File: src/rtl/instr_enc_pkg.sv
// Shared types for the instruction encoder: mnemonic codes, MIPS opcode/funct
// values, loader state encoding and small field-packing helpers.
package instr_enc_pkg;

    typedef enum logic [4:0] {
        MN_ADD  = 5'd0,
        MN_SUB  = 5'd1,
        MN_AND  = 5'd2,
        MN_OR   = 5'd3,
        MN_SLT  = 5'd4,
        MN_SLTU = 5'd5,
        MN_ADDU = 5'd6,
        MN_SUBU = 5'd7,
        MN_SLL  = 5'd8,
        MN_NOR  = 5'd9,
        MN_SRL  = 5'd10,
        MN_SLLV = 5'd11,
        MN_JR   = 5'd12,
        MN_JALR = 5'd13,
        MN_ADDI = 5'd14,
        MN_ORI  = 5'd15,
        MN_LW   = 5'd16,
        MN_SW   = 5'd17,
        MN_BEQ  = 5'd18,
        MN_LUI  = 5'd19,
        MN_SLTI = 5'd20,
        MN_ANDI = 5'd21,
        MN_J    = 5'd22,
        MN_JAL  = 5'd23,
        MN_BNE  = 5'd24
    } mnem_e;

    localparam logic [5:0] OP_RTYPE = 6'h00;
    localparam logic [5:0] OP_J     = 6'h02;
    localparam logic [5:0] OP_JAL   = 6'h03;
    localparam logic [5:0] OP_BEQ   = 6'h04;
    localparam logic [5:0] OP_BNE   = 6'h05;
    localparam logic [5:0] OP_ADDI  = 6'h08;
    localparam logic [5:0] OP_SLTI  = 6'h0A;
    localparam logic [5:0] OP_ANDI  = 6'h0C;
    localparam logic [5:0] OP_ORI   = 6'h0D;
    localparam logic [5:0] OP_LUI   = 6'h0F;
    localparam logic [5:0] OP_LW    = 6'h23;
    localparam logic [5:0] OP_SW    = 6'h2B;

    localparam logic [5:0] FN_SLL  = 6'h00;
    localparam logic [5:0] FN_SRL  = 6'h02;
    localparam logic [5:0] FN_SLLV = 6'h04;
    localparam logic [5:0] FN_JR   = 6'h08;
    localparam logic [5:0] FN_JALR = 6'h09;
    localparam logic [5:0] FN_ADD  = 6'h20;
    localparam logic [5:0] FN_ADDU = 6'h21;
    localparam logic [5:0] FN_SUB  = 6'h22;
    localparam logic [5:0] FN_SUBU = 6'h23;
    localparam logic [5:0] FN_AND  = 6'h24;
    localparam logic [5:0] FN_OR   = 6'h25;
    localparam logic [5:0] FN_NOR  = 6'h27;
    localparam logic [5:0] FN_SLT  = 6'h2A;
    localparam logic [5:0] FN_SLTU = 6'h2B;

    typedef enum logic [1:0] {
        ST_IDLE  = 2'd0,
        ST_LOAD  = 2'd1,
        ST_DRAIN = 2'd2,
        ST_DONE  = 2'd3
    } state_e;

    function automatic logic [31:0] r_type(input logic [4:0] rs, input logic [4:0] rt,
                                           input logic [4:0] rd, input logic [4:0] shamt,
                                           input logic [5:0] funct);
        return {OP_RTYPE, rs, rt, rd, shamt, funct};
    endfunction

    function automatic logic [31:0] i_type(input logic [5:0] op, input logic [4:0] rs,
                                           input logic [4:0] rt, input logic [15:0] imm);
        return {op, rs, rt, imm};
    endfunction

    function automatic logic [31:0] j_type(input logic [5:0] op, input logic [25:0] target);
        return {op, target};
    endfunction

endpackage

File: src/rtl/instr_enc_word.sv
// Combinational mnemonic-plus-fields to 32-bit MIPS word encoder. Fields are
// inserted verbatim apart from the per-instruction zero forcing.
module instr_enc_word
    import instr_enc_pkg::*;
(
    input  logic [4:0]  mnem_i,
    input  logic [4:0]  rs_i,
    input  logic [4:0]  rt_i,
    input  logic [4:0]  rd_i,
    input  logic [4:0]  shamt_i,
    input  logic [15:0] imm_i,
    input  logic [25:0] target_i,
    output logic [31:0] word_o,
    output logic        legal_o
);

    // NOTE: every output gets a default before the case so no path leaves it
    // unassigned; that is what keeps this block from inferring latches.
    always_comb begin
        word_o  = '0;
        legal_o = 1'b1;
        case (mnem_i)
            MN_ADD:  word_o = r_type(rs_i, rt_i, rd_i, 5'd0, FN_ADD);
            MN_ADDU: word_o = r_type(rs_i, rt_i, rd_i, 5'd0, FN_ADDU);
            MN_SUB:  word_o = r_type(rs_i, rt_i, rd_i, 5'd0, FN_SUB);
            MN_SUBU: word_o = r_type(rs_i, rt_i, rd_i, 5'd0, FN_SUBU);
            MN_AND:  word_o = r_type(rs_i, rt_i, rd_i, 5'd0, FN_AND);
            MN_OR:   word_o = r_type(rs_i, rt_i, rd_i, 5'd0, FN_OR);
            MN_NOR:  word_o = r_type(rs_i, rt_i, rd_i, 5'd0, FN_NOR);
            MN_SLT:  word_o = r_type(rs_i, rt_i, rd_i, 5'd0, FN_SLT);
            MN_SLTU: word_o = r_type(rs_i, rt_i, rd_i, 5'd0, FN_SLTU);
            MN_SLLV: word_o = r_type(rs_i, rt_i, rd_i, 5'd0, FN_SLLV);
            // Immediate shifts carry the amount in shamt and leave rs unused.
            MN_SLL:  word_o = r_type(5'd0, rt_i, rd_i, shamt_i, FN_SLL);
            MN_SRL:  word_o = r_type(5'd0, rt_i, rd_i, shamt_i, FN_SRL);
            MN_JR:   word_o = r_type(rs_i, 5'd0, 5'd0, 5'd0, FN_JR);
            MN_JALR: word_o = r_type(rs_i, rt_i, rd_i, 5'd0, FN_JALR);
            MN_ADDI: word_o = i_type(OP_ADDI, rs_i, rt_i, imm_i);
            MN_SLTI: word_o = i_type(OP_SLTI, rs_i, rt_i, imm_i);
            MN_ANDI: word_o = i_type(OP_ANDI, rs_i, rt_i, imm_i);
            MN_ORI:  word_o = i_type(OP_ORI,  rs_i, rt_i, imm_i);
            MN_LUI:  word_o = i_type(OP_LUI,  5'd0, rt_i, imm_i);
            MN_BEQ:  word_o = i_type(OP_BEQ,  rs_i, rt_i, imm_i);
            MN_BNE:  word_o = i_type(OP_BNE,  rs_i, rt_i, imm_i);
            MN_LW:   word_o = i_type(OP_LW,   rs_i, rt_i, imm_i);
            MN_SW:   word_o = i_type(OP_SW,   rs_i, rt_i, imm_i);
            MN_J:    word_o = j_type(OP_J,   target_i);
            MN_JAL:  word_o = j_type(OP_JAL, target_i);
            default: legal_o = 1'b0;
        endcase
    end

endmodule

File: src/rtl/instr_encoder.sv
// Streams symbolic instruction descriptors into instruction memory as encoded
// MIPS words, one register stage between acceptance and the memory write.
module instr_encoder
    import instr_enc_pkg::*;
#(
    parameter int AW = 10
) (
    input  logic          clk,
    input  logic          rstn,
    input  logic          start,
    input  logic [AW-1:0] base_addr,
    input  logic          in_valid,
    output logic          in_ready,
    input  logic          in_last,
    input  logic [4:0]    in_mnem,
    input  logic [4:0]    in_rs,
    input  logic [4:0]    in_rt,
    input  logic [4:0]    in_rd,
    input  logic [4:0]    in_shamt,
    input  logic [15:0]   in_imm,
    input  logic [25:0]   in_target,
    output logic          im_we,
    output logic [AW-1:0] im_addr,
    output logic [31:0]   im_wdata,
    output logic          busy,
    output logic          done,
    output logic          err_illegal,
    output logic          err_overflow,
    output logic [AW:0]   count
);

    state_e        state_q, state_d;
    logic [AW-1:0] addr_q;
    logic [AW:0]   count_q;
    logic          we_q;
    logic [31:0]   wdata_q;
    logic          err_ill_q;
    logic          err_ovf_q;

    logic [31:0]   enc_word;
    logic          enc_legal;
    logic          xfer;
    logic          start_ok;

    instr_enc_word u_word (
        .mnem_i   (in_mnem),
        .rs_i     (in_rs),
        .rt_i     (in_rt),
        .rd_i     (in_rd),
        .shamt_i  (in_shamt),
        .imm_i    (in_imm),
        .target_i (in_target),
        .word_o   (enc_word),
        .legal_o  (enc_legal)
    );

    assign in_ready = (state_q == ST_LOAD);
    assign xfer     = in_valid & in_ready;
    // A start while a session is in flight is ignored so the base cannot move.
    assign start_ok = start & ((state_q == ST_IDLE) | (state_q == ST_DONE));

    always_comb begin
        state_d = state_q;
        case (state_q)
            ST_IDLE:  if (start_ok) state_d = ST_LOAD;
            ST_LOAD:  if (xfer && in_last) state_d = ST_DRAIN;
            ST_DRAIN: state_d = ST_DONE;
            ST_DONE:  if (start_ok) state_d = ST_LOAD;
            default:  state_d = ST_IDLE;
        endcase
    end

    // NOTE: all state updates use non-blocking assignments so every register
    // samples the pre-edge values, independent of statement order.
    always_ff @(posedge clk or negedge rstn) begin
        if (!rstn) begin
            state_q   <= ST_IDLE;
            addr_q    <= '0;
            count_q   <= '0;
            we_q      <= 1'b0;
            wdata_q   <= '0;
            err_ill_q <= 1'b0;
            err_ovf_q <= 1'b0;
        end else begin
            state_q <= state_d;
            we_q    <= xfer & enc_legal;
            if (xfer) wdata_q <= enc_word;

            if (start_ok) begin
                addr_q    <= base_addr;
                count_q   <= '0;
                err_ill_q <= 1'b0;
                err_ovf_q <= 1'b0;
            end else begin
                if (we_q) begin
                    addr_q  <= addr_q + 1'b1;
                    count_q <= count_q + 1'b1;
                    if (addr_q == {AW{1'b1}}) err_ovf_q <= 1'b1;
                end
                if (xfer && !enc_legal) err_ill_q <= 1'b1;
            end
        end
    end

    assign im_we        = we_q;
    assign im_addr      = addr_q;
    assign im_wdata     = wdata_q;
    assign busy         = (state_q == ST_LOAD) | (state_q == ST_DRAIN);
    assign done         = (state_q == ST_DONE);
    assign err_illegal  = err_ill_q;
    assign err_overflow = err_ovf_q;
    assign count        = count_q;

endmodule

File: config.mk
export PLATFORM = sky130hd
export DESIGN_NAME = instr_encoder
export DESIGN_NICKNAME = d
export VERILOG_FILES = /design/src/rtl/instr_enc_pkg.sv /design/src/rtl/instr_enc_word.sv /design/src/rtl/instr_encoder.sv
export SDC_FILE = /design/constraint.sdc
export NUM_CORES = 1
export LEC_CHECK = 0
export ABC_AREA = 1
export CORE_AREA = 2 2 96 98
export CTS_BUF_LIST = sky130_fd_sc_hd__clkbuf_4 sky130_fd_sc_hd__clkbuf_8
export DETAILED_ROUTE_END_ITERATION = 12
export DIE_AREA = 0 0 98 100
export PLACE_DENSITY = 0.8
export SLEW_MARGIN = 20
export SYNTH_ARGS = -nofsm -noshare
export SYNTH_HDL_FRONTEND = slang
export SYNTH_HIERARCHICAL = 1
export SYNTH_SLANG_ARGS = --single-unit
File: constraint.sdc
create_clock -name clk -period 1.7 [get_ports clk]
set_input_delay 0.34 -clock clk [delete_from_list [all_inputs] [get_ports clk]]
set_output_delay 0.34 -clock clk [all_outputs]
set_load 0.02 [all_outputs]
Word level (Yosys, flattened, before mapping)
Cells that the tools add are included.

storage, ports and cells
  bits of input ports = 82
  bits in registers = 58

operators by class
  reduce and logical (&&, ||, !) cells = 12
  add/subtract/negate cells = 2
  mux-type cells = 14
  equality and inequality tests = 30
  bitwise logic cells = 5

operators by type and width
  cell                                                                      number
  32-bit one-hot mux with 25 select lines                                   1
  5-bit == test (second input constant)                                     9
  5-bit by 4-bit == test with 1-bit output (second input constant)          8
  25-bit OR reduction                                                       1
  11-bit 2-to-1 mux                                                         2
  5-bit by 3-bit == test with 1-bit output (second input constant)          4
  10-bit 2-to-1 mux                                                         2
  11-bit by 1-bit adder with 11-bit output (second input constant)          1
  10-bit by 1-bit adder with 10-bit output (second input constant)          1
  10-bit == test (second input constant)                                    1
  5-bit by 2-bit == test with 1-bit output (second input constant)          2
  1-bit 2-to-1 mux                                                          6
  2-bit one-hot mux with 3 select lines                                     1
  2-bit nonzero test                                                        3
  5-bit by 1-bit == test with 1-bit output (second input constant)          1
  5-bit logical NOT                                                         1
  2-bit == test (second input constant)                                     2
  2-bit 2-to-1 mux                                                          2
  2-bit by 1-bit inequality test with 1-bit output (second input constant)  2
  2-bit AND reduction                                                       2
  1-bit AND                                                                 3
  2-bit by 1-bit == test with 1-bit output (second input constant)          1
  1-bit logical AND                                                         2
  2-bit logical NOT                                                         1
  other kinds (3)                                                           4

Logic depth before layout (Yosys ltp)
Gate-level depths: netlist of the first run.

  word-level depth = 7
  mapped depth = 12
  depth with buffers taken out = 10

Hierarchy
The synthesis of the first run kept the hierarchy.

modules (own cells, without submodules)
  module          instances  seq. area each (um2)  area an instance (um2)  cells an instance
  instr_encoder   1          1451.4                2671.3                  331
  instr_enc_word  1          0.0                   1347.5                  278

Worst setup path after synthesis of the first run
No wires, ideal clock.

  path kind = input to register
  from = in in_mnem[4]
  to = reg wdata_q[5] (netlist: im_wdata[5])
  setup slack = 0.194 ns
  required time = 1.584 ns
  arrival time = 1.390 ns
  stages on the path = 12
  path through = buf_4 inv_2 buf_2 nand3_1 nand2_1 nor2_4 nand2_2 buf_6 nor2_1 nand2_1 nand2_1 nand2_1

between the ends
  word-level cells in the longest chain between the ends = 2
  elaborated cells on any way between the ends = 26
  those cells by class = eq/ne (24); mux (1); reduce/logical (1)

RTL lines
  what                                       RTL line              source
  start, declared                            instr_encoder.sv:15   input logic [4:0] in_mnem,
  5-bit == test (tied with other cells)      instr_enc_word.sv:22  case (mnem_i)
  32-bit one-hot mux with 25 select lines *  instr_enc_word.sv:22
  named net enc_word[5]                      instr_encoder.sv:40   logic [31:0] enc_word;
  end signal, assigned                       instr_encoder.sv:87   if (xfer) wdata_q <= enc_word;
  end, declared                              instr_encoder.sv:36   logic [31:0] wdata_q;

Mark *: on every way through the listed nets, which the timed path passes. The rest lies on a longest branch.
A chain may end at the register's enable or synchronous reset.

Final worst setup path of the first run
  from = reg wdata_q[9] (netlist: im_wdata[9])
  to = out im_wdata[9]

RTL lines
  what           RTL line             source
  end, declared  instr_encoder.sv:24  output logic [31:0] im_wdata,

No word-level cell between the ends.

==> out/qor.yml, run 1 <==
timing:
  setup_violations: 0
  clock.fmax_ghz: 0.601
  period_share_pct: 97.8
  period_needed_ns: 1.66
  fin_ws_ns: 0.0373
  skew_ns: 0.00928
  grt_setup_unrepaired: "false"
  finalHoldViolCount: 0
  tns_ns: 0
  slew_violations: 0
floorplanning:
  rows: 35
  io_pins: 141
  die_w_um: 98
  die_h_um: 100
  initial_core_util_pct: 45.2
  die_area_mm2: 0.00980
  coreArea_mm2: 0.00889
critical_path:
  path_cells: "clkdlybuf4s50_1"
  crit_fanout: 2
  end_kind: "primary output"
  reg2regPathDepth: 7
  startpoint_type: "flip-flop"
  cp_top_family: "buffers and inverters"
  cp.arrival_ns: 1.32
  crit_type: "flip-flop to primary output"
  crit_slowest_cell: "clkdlybuf4s50_1"
  crit_buf_inv: 1
  required_ns: 1.36
  cp.depth: 1
  max_stage_delay_ns: 0.63
route:
  post_drt_wl_per_cell_um: 14.3
  vias: 4717
  drc: 0
  vias_per_cell: 5.21
  detail_route.first_pass.iterations: 5
  routed_wl_mm: 12.9
  postRouteAntennaNets: 0
  drtIter0Drc: 245
synthesis:
  synth-seq-cells: 58
  synth_fp_nets: 695
  synth_edf_count: 0
  yosysWarnings: 6
  yosys.cell_types.count: 35
  syn_inst: 609
  ys_seq_area_share_pct: 36.1
  async_reset_ff_share_pct: 100
  syn_area_mm2: 0.00402
  synthFlopType: "dfrtp_1"
  avgSynthCellArea_um2: 6.60
global_routing:
  gr-total-overflow: 0
  grt_max_degree: 27
  grt_pass1_wl_mm: 21.3
  antenna_found_initial: 0
  track_usage_pct: 26.7
  grt_pass1_vias: 4548
  use_met1_pct: 33.6
  met2_usage_pct: 44.9
  gr-usage-met3_pct: 5.85
  busiest_layer: "met2"
status:
  outcome: "finished, final reports clean"
hold_path:
  hold_path.class: "input pin to async pin"
clocking:
  clk_pin_slew_worst_paths_ns: 0.07
  cts_root_buf: "clkbuf_8"
  cts_tree: "yes"
  clkSinkCount: 58
  clock_path_buffers: 2
  cts_buffers: 9
  clock_latency_ns: 0.34
  htreeDepth: 3
power_and_ir_drop:
  leakagePower_nw: 3.29
  irDropWorstVdd_mv: 0.712
  p_per_area_mw_per_mm2: 1240
  power.total_mw: 7.56
cells_and_area:
  area_growth_pct: 52.1
  nNetsFinal: 876
  drive_gt1_share_pct: 15.0
  diodes: 0
flow_run:
  maxCapViolCount: 0
placement:
  globalplace.congestion: 0.996
  dp_hpwl_mm: 10.0
  pre_cts_slack_ns: -0.503
  portBuffers: 140
-- synthesized netlist by cell type (7+ instances only) --
| cell | n | share of area [%] |
|---|---|---|
| a21oi_1 | 7 | 0.87 |
| nand3_1 | 74 | 9.2 |
| nand2_1 | 237 | 22 |
| dfrtp_1 | 58 | 36 |
| o21ai_0 | 9 | 1.1 |
| nor2_1 | 61 | 5.7 |
| nor3_1 | 7 | 0.87 |
| buf_2 | 9 | 1.1 |
| inv_1 | 42 | 3.9 |
| inv_2 | 9 | 0.84 |
| nand4_1 | 25 | 3.9 |
| or2_2 | 10 | 1.6 |
-- per-stage QoR --
stage	hold WS [ns]	instances	cell area (um2)	utilization, %
finish	0.431	906	6110	68.8
global route	0.431	906	6110	68.8
floorplan	0.0444	609	4020	-
CTS	0.425	906	6060	68.2
detailed placement	0.263	889	5840	65.7
global placement	0.270	889	5840	65.7
-- per-layer routing --
layer  vias to the layer above  wire (um)  share of wire, %
li1                       2327          -                 -
met1                      2182       5310                41
met2                       180       6400                50
met3                        28        862               6.7
met4                         0        352               2.7
met5                         -          0                 0
-- area by class of cell --
class,instances,area [um2]
Clock buffer,11,145
Timing Repair Buffer,194,1850
Clock inverter,5,77.6
Tap cell,111,139
Multi-Input combinational cell,476,2260
Sequential cell,58,1450
Fill cell,753,2780
Inverter,51,191
-- timing repair --
| action | in CTS | in global routing |
|---|---|---|
| pin swaps | 1 | 2 |
| setup buffers | 0 | 0 |
| resized for setup | 35 | 22 |
| endpoints found under the hold margin | 11 | 0 |
| setup endpoints to repair | 47 | 44 |
| hold buffers | 1 | 0 |
-- worst paths after layout --
kind                                 to    startpoint  slack (ns)
max                         im_wdata[9]   im_wdata[9]        0.04
min in group clk           im_wdata[29]  im_wdata[29]        0.48
min reg2reg                im_wdata[29]  im_wdata[29]        0.48
min                          im_addr[6]          rstn        0.43
max in group asynchronous  im_wdata[17]          rstn        0.81
max reg2reg                  im_addr[5]    state_q[1]        0.16
-- report_power, final --
part / switching (mW) / internal [mW] / total [mW]
combinational: 2.21 / 1.63 / 3.84
clock: 0.565 / 0.876 / 1.44
sequential: 0.385 / 1.90 / 2.28
-- cells by family (layout without fill, tap and decap cells) --
kind of cell             after synthesis  after routing  share of synthesized area (%)
AO/OA/AOI/OAI                         37             37                           5.60
buffers and inverters                 75            261                           8.78
AND/OR/NAND/NOR                      434            434                           48.2
flip-flops                            58             58                           36.1
adder cells (fa/ha/maj)                4              4                           1.25
other                                  1              1                         0.0933
-- sequential cells by signal, indices dropped and copies added (netlist names) --
name / count
im_wdata: 32
count: 11
im_addr: 10
state_q: 2
err_illegal: 1
err_overflow: 1
im_we: 1
-- layout by cell type, fill, tap and decap left out, types with 8 or more instances in the layout --
cell type        count
nand4_1             25
dfrtp_1             58
clkbuf_8            10
nand3_1             73
inv_2               10
or2_2               10
buf_4               49
o21ai_0              8
inv_1               41
dlymetal6s2s_1      13
clkdlybuf4s50_1    101
nand2_1            235
dlygate4sd2_1       21
nor2_1              59
Note: power is estimated with default switching activity, not from simulation.
==> run 2: changes to the inputs <==
--- a/config.mk
+++ b/config.mk
@@ -11,6 +11,7 @@
 export DETAILED_ROUTE_END_ITERATION = 12
 export DIE_AREA = 0 0 98 100
 export PLACE_DENSITY = 0.8
+export REMOVE_ABC_BUFFERS = 1
 export SLEW_MARGIN = 20
 export SYNTH_ARGS = -nofsm -noshare
 export SYNTH_HDL_FRONTEND = slang
==> run 2 against run 1 <==
Net effect: sequential power hardly changed; largest cell class unchanged; cell area fell by 0.59%; non-clock buffer count up 1; clock power down 9%; critical endpoint is now im_wdata[31].
==> out/qor.yml, run 2 (synthesis results as in run 1) <==
clocking:
  cts_hold_buf: 0  # -1
  cts_root_buf: "clkbuf_8"
  clk_pin_slew_worst_paths_ns: 0.07  # about the same
  cts_tree: "yes"
  cts_buffers: 9  # unchanged
  clkSinkCount: 58  # unchanged
  clock_latency_ns: 0.34  # about the same
  clock_path_buffers: 2  # unchanged
  htreeDepth: 3  # unchanged
route:
  routed_wl_mm: 12.3  # -4.4%
  drc: 0  # unchanged
  vias_per_cell: 5.23  # +0.40%
  drtIter0Drc: 206  # -16%
  vias: 4736  # +0.40%
  detail_route.first_pass.iterations: 5  # unchanged
  postRouteAntennaNets: 0  # unchanged
  post_drt_wl_per_cell_um: 13.6  # -4.4%
timing:
  slew_violations: 0  # unchanged
  fin_ws_ns: 0.0509  # +0.0135 ns
  finalHoldViolCount: 0  # unchanged
  timing.hold.ws_ns: 0.00474  # -0.426 ns
  period_needed_ns: 1.65  # -0.0135 ns
  skew_ns: 0.00985  # +0.000564 ns
  clock.fmax_ghz: 0.606  # +0.82%
  period_share_pct: 97.0  # -0.80 points
  setup_violations: 0  # unchanged
floorplanning:
  io_pins: 141  # unchanged
  die_h_um: 100  # unchanged
  initial_core_util_pct: 45.2  # unchanged
  rows: 35  # unchanged
  coreArea_mm2: 0.00889  # unchanged
  die_area_mm2: 0.00980  # unchanged
  die_w_um: 98  # unchanged
power_and_ir_drop:
  irDropWorstVdd_mv: 0.648  # -9.0%
  leakagePower_nw: 3.34  # +1.6%
  p_per_area_mw_per_mm2: 1220  # -0.98%
hold_path:
  hold_path.class: "input pin to async pin"
critical_path:
  path_cells: "clkdlybuf4s50_1"
  end_kind: "primary output"
  r2r_end: "im_addr[3]"
  crit_slowest_cell: "clkdlybuf4s50_1"
  r2r-start: "state_q[0]"
  cp_top_family: "buffers and inverters"
  ff2ff_setup_slack_ns: 0.13  # -0.03 ns
  crit_buf_inv: 1  # unchanged
  crit_type: "flip-flop to primary output"
  required_ns: 1.36  # about the same
  cp.depth: 1  # unchanged
  worstSetupEndpoint: "im_wdata[31]"
  max_stage_delay_ns: 0.63  # about the same
  startpoint_type: "flip-flop"
  cp.arrival_ns: 1.31  # about the same
  crit_fanout: 2  # unchanged
  reg2regPathDepth: 7  # unchanged
  crit_start: "im_wdata[31]"
global_routing:
  antenna_found_initial: 0  # unchanged
  grt_pass1_wl_mm: 20.7  # -2.7%
  gr-total-overflow: 0  # unchanged
  grt_max_degree: 59  # +120%
  grt_pass1_vias: 4521  # -0.59%
  track_usage_pct: 25.7  # -0.98 points
cells_and_area:
  diodes: 0  # unchanged
  area_growth_pct: 51.2
  layout_common_cells: "nand2_1, clkdlybuf4s50_1, nand3_1"
  largest_reg_flops: 32  # unchanged
  drive_gt1_share_pct: 15.3  # +0.38 points
  layout_commonest_cell: "nand2_1"
  fin_util_pct: 68.4  # -0.41 points
  nNetsFinal: 877  # +0.11%
placement:
  globalplace.congestion: 0.886  # -11%
  dp_hpwl_mm: 9.46  # -5.5%
  pre_cts_slack_ns: -0.427  # +0.0754 ns
  portBuffers: 140  # unchanged
flow_run:
  maxCapViolCount: 0  # unchanged
status:
  outcome: "finished, final reports clean"
-- run 2: how the worst min path moves through the flow --
| stage | from | end | slack (ns) |
|---|---|---|---|
| 5_1_grt | rstn | count[8] | 0.03 |
| 2_1_floorplan | rstn | count[0] | 0.04 |
| 4_1_cts | rstn | im_addr[4] | 0.01 |
| 6_report | rstn | count[10] | 0.005 |
| 3_5_place_dp | rstn | count[10] | 0.38 |
| 3_3_place_gp | rstn | count[8] | 0.37 |
-- run 2: what timing repair did --
action                                  CTS  global route
endpoints found under the setup margin   45            48
gates cloned                              0             0
buffers inserted                          2             0
hold endpoints to repair                  0             0
resized for setup                        35            23
pin swaps                                 2             0
-- run 2: per-stage QoR --
step	power [mW]	TNS (ns)	area, um2	cells
after detailed placement	6.31	-11.85	5830	889
after global placement	6.19	-11.79	5830	889
after floorplan	4.22	-7.16	3860	585
after CTS	7.51	0	6030	906
final	7.44	0	6080	906
after global routing	7.97	-0.000912	6080	906
-- run 2: report_power, final --
group | total, mW | internal (mW) | switching, mW
Clock | 1.31 | 0.748 | 0.565
Combinational | 3.85 | 1.66 | 2.19
Sequential | 2.28 | 1.90 | 0.381
Total | 7.44 | 4.31 | 3.13
-- run 2: cell type report --
cell class                 count  area (um2)
fill                         765        2810
clock buffer                  11         151
tap                          111         139
timing repair buffer         195        1850
inverter                      51         191
multi-input combinational    476        2240
clock inverter                 4        51.3
sequential                    58        1450
-- run 2: metal layers --
metal  vias up  part of all wire (%)  global-route usage (%)
li1       2328                     -                       -
met1      2236                    44                    33.1
met4         0                   1.4                    7.26
met2       155                    49                    44.2
met3        17                   6.0                    5.08
met5         -                     0                       0
